`src/rtl/cnt_lock_ctrl.sv`:
```
// Multi-channel debounced counter lock: turns per-channel enable/inhibit
// requests into registered count-enables with toggle or follow behaviour.
module cnt_lock_ctrl #(
    parameter int N_CH    = 4,
    parameter int DEB_CYC = 4,
    parameter bit INIT_EN = 1'b0
) (
    input  logic            clk,
    input  logic            rst,
    input  logic [N_CH-1:0] enb_lock,
    input  logic [N_CH-1:0] dis_lock,
    input  logic            mode,
    input  logic            clr_all,
    output logic [N_CH-1:0] enb_cnt,
    output logic [N_CH-1:0] tgl_pulse,
    output logic            any_en
);

    localparam int              CW   = $clog2(DEB_CYC + 1);
    localparam logic [CW-1:0]   LAST = CW'(DEB_CYC - 1);

    logic [N_CH-1:0] req_q;
    logic [N_CH-1:0] stable;
    logic [N_CH-1:0] stable_next;
    logic [N_CH-1:0] accept;
    logic [N_CH-1:0] enb_next;
    logic [CW-1:0]   cnt      [N_CH];
    logic [CW-1:0]   cnt_next [N_CH];

    // NOTE: every signal written here gets a default first, so no path leaves it unassigned (no latch).
    always_comb begin
        stable_next = stable;
        accept      = '0;
        enb_next    = enb_cnt;
        for (int i = 0; i < N_CH; i++) begin
            cnt_next[i] = cnt[i];
            if (req_q[i] == stable[i]) begin
                cnt_next[i] = '0;
            end else if (cnt[i] == LAST) begin
                accept[i]      = 1'b1;
                stable_next[i] = req_q[i];
                cnt_next[i]    = '0;
            end else begin
                cnt_next[i] = cnt[i] + CW'(1);
            end

            // Toggle mode reacts only to a rising acceptance; follow mode copies it.
            if (accept[i]) begin
                if (mode)
                    enb_next[i] = req_q[i];
                else if (req_q[i])
                    enb_next[i] = ~enb_cnt[i];
            end
        end
        // Clear wins over acceptance, but debounce state above still advances.
        if (clr_all)
            enb_next = '0;
    end

    // NOTE: sequential state uses non-blocking assignments so all registers update from pre-edge values.
    always_ff @(posedge clk) begin
        if (rst) begin
            req_q     <= '0;
            stable    <= '0;
            enb_cnt   <= {N_CH{INIT_EN}};
            tgl_pulse <= '0;
            any_en    <= INIT_EN;
            // NOTE: the counter array is a handful of flops, not a RAM, so resetting it is cheap and required.
            for (int i = 0; i < N_CH; i++)
                cnt[i] <= '0;
        end else begin
            req_q     <= enb_lock & ~dis_lock;
            stable    <= stable_next;
            enb_cnt   <= enb_next;
            tgl_pulse <= enb_next ^ enb_cnt;
            any_en    <= |enb_next;
            for (int i = 0; i < N_CH; i++)
                cnt[i] <= cnt_next[i];
        end
    end

endmodule

```
`config.mk`:
```
export PLATFORM = sky130hd
export DESIGN_NAME = cnt_lock_ctrl
export DESIGN_NICKNAME = d
export VERILOG_FILES = /design/src/rtl/cnt_lock_ctrl.sv
export SDC_FILE = /design/constraint.sdc
export NUM_CORES = 1
export LEC_CHECK = 0
export CORE_AREA = 2 2 44 77
export CTS_BUF_LIST = sky130_fd_sc_hd__clkbuf_2
export DETAILED_ROUTE_END_ITERATION = 8
export DIE_AREA = 0 0 46 79
export GPL_TIMING_DRIVEN = 0
export HOLD_SLACK_MARGIN = 0.02
export PLACE_DENSITY = 0.62
export SLEW_MARGIN = 20
export SYNTH_ARGS = -nofsm -noshare
export SYNTH_HDL_FRONTEND = slang
export SYNTH_SLANG_ARGS = --single-unit
```
`constraint.sdc`:
```
create_clock -name clk -period 2.4 [get_ports clk]
set_input_delay 0.48 -clock clk [delete_from_list [all_inputs] [get_ports clk]]
set_output_delay 0.48 -clock clk [all_outputs]
set_load 0.05 [all_outputs]
```
==> qor.yml <==
fraction_of_power_consumed_by_sequential_logic_pct: 64.1
tritoncts_num_sinks: 29
drt-initial-drc-count: 12
drt_wl_total_um: 2158
worst_slew_margin_rel_pct: 66.01
clk_transition_reported_paths_ps: 150
flow.area_growth_from_synthesis_pct: 23.26
grt_pass1_vias: 956
final_period_util_pct: 87.39
hold_path_class: "reg2reg"
cts_tree: "yes"
num_io_pins: 21
grt_setup_unrepaired: "false"
maxSlewViolCount: 0
insertedDiodeCount: 0
netlist_instances: 121
synth_area_per_cell_um2: 9.823
cts-hold-fix-buffers: 0
cp_data_arrival_time_ps: 1620
placeableCoreArea_um2: 3040
wire_per_inst_um: 12.12
largest_vdd_supply_drop_v: 0.0003000
synth_nets: 141
grt_first_pass_wirelength_um: 3788
worstSetupEndpointType: "output port"
port_buffers: 20
initial_core_util_pct: 39.09
worst_path_max_delay_cell: "sky130_fd_sc_hd__clkdlybuf4s50_1"
switching_power_mw: 0.1833
rrSetupSlack_ps: 570
synth_seq_cells: 29
worst_pin_slew_ps: 509.9
die_ar_um2: 3634
die_outline_width_um: 46
cellLeakagePower_nw: 0.5193
gr-total-overflow: 0
cp_num_buf_inv: 1
power_per_cell_area_nw_per_um2: 522.7
cts-buffers-inserted: 5
cts-root-to-sink-buffers: 2
finalHoldViolCount: 0
synthDistinctLibCells: 20
critical_path_required_ps: 1920
layout-drive-gt1-share_pct: 8.054
route.detailed.vias_per_inst: 5.236
fraction_of_power_consumed_by_the_clock_network_pct: 30.9
dr_total_vias: 932
cp_max_fo: 6
maxCapViolCount: 0
synth-seq-area-share_pct: 48.84
ctsHtreeMaxLevel: 2
cts-root-buf: "sky130_fd_sc_hd__clkbuf_2"
postCtsResizedCells: 0
fin_nets: 168
fin_worst_skew_ps: 18.06
critical_path.top_delay_family: "buffers and inverters"
gp_congestion: 0.7771
grt_max_degree: 11
path_class: "reg2out"
detailedRoute.firstPassIterationCount: 4
power_frac_comb_pct: 5.0
dp_wirelength_um: 1669
period_minus_ws_final_ps: 2097
summed_instance_area_of_the_synthesized_netlist_um2: 1189
fp-row-count: 27
cellInternalPower_mw: 0.5825
worst_path_largest_cell_delay_ps: 830
report.final.setup_viol: 0
timing.critical_path.cells: "clkdlybuf4s50_1"
worst_skew_pair.late_latency_ps: 360
chipHeight_um: 79
cts_post_setup_buffers_inserted: 0
antenna_nets_post_route: 0
synth_warnings: 0
post-route-drc-count: 0
dp.cells: 170
gr-usage-all-layers_pct: 14.35
status: "completed"
max_freq_mhz: 476.8
grt_antenna_before_repair: 0
proportion_of_total_power_due_to_net_switching_pct: 23.94
startpoint_type: "flop"
timing.setup.tns_ps: 0
stdcell_count: 178
hold-worst-slack_ps: 429.1
## layer usage
| layer | up-vias | global-route usage (%) | share of wire, % |
|---|---|---|---|
| met5 | - | 0 | 0 |
| met4 | 0 | 9.143 | 3.2 |
| met3 | 8 | 5.455 | 5.9 |
| met2 | 21 | 24.86 | 53 |
| met1 | 432 | 12.89 | 37 |
| li1 | 471 | - | - |
## through the flow
| step | worst slack (ps) | cell area, µm² | power (mW) | utilization, % |
|---|---|---|---|---|
| 4_1_cts | 280.4 | 1465 | 0.7795 | 48.19 |
| 5_1_grt | 212.7 | 1465 | 0.8060 | 48.19 |
| 6_report | 302.7 | 1465 | 0.7659 | 48.19 |
| 3_5_place_dp | 256.3 | 1425 | 0.5404 | 46.87 |
| 2_1_floorplan | 717.9 | 1189 | 0.5142 | - |
| 3_3_place_gp | 287.0 | 1425 | 0.5386 | 46.87 |
## placed cells by master, fill, tap and decap left out, types with 2 or more instances in the layout
| master | synthesis | final |
|---|---|---|
| sky130_fd_sc_hd__dfxtp_1 | 29 | 29 |
| sky130_fd_sc_hd__nor2_1 | 20 | 20 |
| sky130_fd_sc_hd__clkdlybuf4s50_1 | 0 | 20 |
| sky130_fd_sc_hd__inv_1 | 9 | 9 |
| sky130_fd_sc_hd__or3_1 | 8 | 8 |
| sky130_fd_sc_hd__a21oi_1 | 8 | 8 |
| sky130_fd_sc_hd__ha_1 | 8 | 8 |
| sky130_fd_sc_hd__clkbuf_2 | 0 | 6 |
| sky130_fd_sc_hd__nor3b_1 | 4 | 4 |
| sky130_fd_sc_hd__xnor2_1 | 4 | 4 |
| sky130_fd_sc_hd__nand3b_1 | 4 | 4 |
| sky130_fd_sc_hd__a21boi_0 | 4 | 4 |
| sky130_fd_sc_hd__a211o_1 | 4 | 4 |
| sky130_fd_sc_hd__o21ai_0 | 4 | 4 |
| sky130_fd_sc_hd__mux2i_1 | 4 | 4 |
| sky130_fd_sc_hd__nor4bb_1 | 3 | 3 |
| sky130_fd_sc_hd__or2_2 | 3 | 3 |
| sky130_fd_sc_hd__clkinv_2 | 0 | 2 |
## registers in the layout, summed over array words and instances, names as in the netlist
| signal | count |
|---|---|
| tgl_pulse | 4 |
| enb_cnt | 4 |
| cnt | 12 |
| req_q | 4 |
| any_en | 1 |
| stable | 4 |
## cell type report
type	instances	area, µm²
fill	307	1575
sequential	29	580.6
multi-input combinational	81	566.8
timing repair buffer	20	200.2
tap	29	36.28
inverter	9	33.78
clock buffer	6	30.03
clock inverter	2	10.01
buffer	2	7.507
## kinds of logic (layout without fill, tap and decap cells)
| group | count (synthesis) | in the layout | share of synthesized area (%) |
|---|---|---|---|
| AO/OA/AOI/OAI | 21 | 21 | 11.90 |
| XOR/XNOR | 4 | 4 | 2.947 |
| adder cells (fa/ha/maj) | 8 | 8 | 8.421 |
| buffers and inverters | 11 | 39 | 3.473 |
| flip-flops | 29 | 29 | 48.84 |
| multiplexers | 4 | 4 | 3.369 |
| AND/OR/NAND/NOR | 44 | 44 | 21.05 |
## worst paths after layout
check                                   to        from  cells after the start
worst max-delay path            enb_cnt[0]  enb_cnt[0]                      1
worst min-delay path             cnt[3][0]   cnt[3][0]                      1
worst max register to register      any_en   cnt[1][0]                      6
worst min register to register   cnt[3][0]   cnt[3][0]                      1
## cell usage after synthesis
| master | instances | share of area (%) |
|---|---|---|
| sky130_fd_sc_hd__o21ai_0 | 4 | 1.7 |
| sky130_fd_sc_hd__xnor2_1 | 4 | 2.9 |
| sky130_fd_sc_hd__nor2_1 | 20 | 6.3 |
| sky130_fd_sc_hd__or2_1 | 1 | 0.53 |
| sky130_fd_sc_hd__and4b_1 | 1 | 0.84 |
| sky130_fd_sc_hd__a41oi_2 | 1 | 1.4 |
| sky130_fd_sc_hd__a21boi_0 | 4 | 2.5 |
| sky130_fd_sc_hd__mux2i_1 | 4 | 3.4 |
| sky130_fd_sc_hd__clkbuf_1 | 1 | 0.32 |
| sky130_fd_sc_hd__nand3b_1 | 4 | 2.5 |
| sky130_fd_sc_hd__a211o_1 | 4 | 2.9 |
| sky130_fd_sc_hd__ha_1 | 8 | 8.4 |
| sky130_fd_sc_hd__buf_1 | 1 | 0.32 |
| sky130_fd_sc_hd__nor4bb_1 | 3 | 2.5 |
| sky130_fd_sc_hd__inv_1 | 9 | 2.8 |
| sky130_fd_sc_hd__a21oi_1 | 8 | 3.4 |
| sky130_fd_sc_hd__dfxtp_1 | 29 | 49 |
| sky130_fd_sc_hd__or3_1 | 8 | 4.2 |
| sky130_fd_sc_hd__or2_2 | 3 | 1.6 |
| sky130_fd_sc_hd__nor3b_1 | 4 | 2.5 |
## power by group through the flow
stage / registers (mW) / logic (mW) / clock network, mW
after floorplan: 0.500 / 0.0140 / 0
after global placement: 0.501 / 0.0377 / 0
after detailed placement: 0.501 / 0.0390 / 0
after CTS: 0.491 / 0.0391 / 0.249
after global routing: 0.492 / 0.0427 / 0.271
final: 0.491 / 0.0381 / 0.237
(Power assumes the default switching activity.)
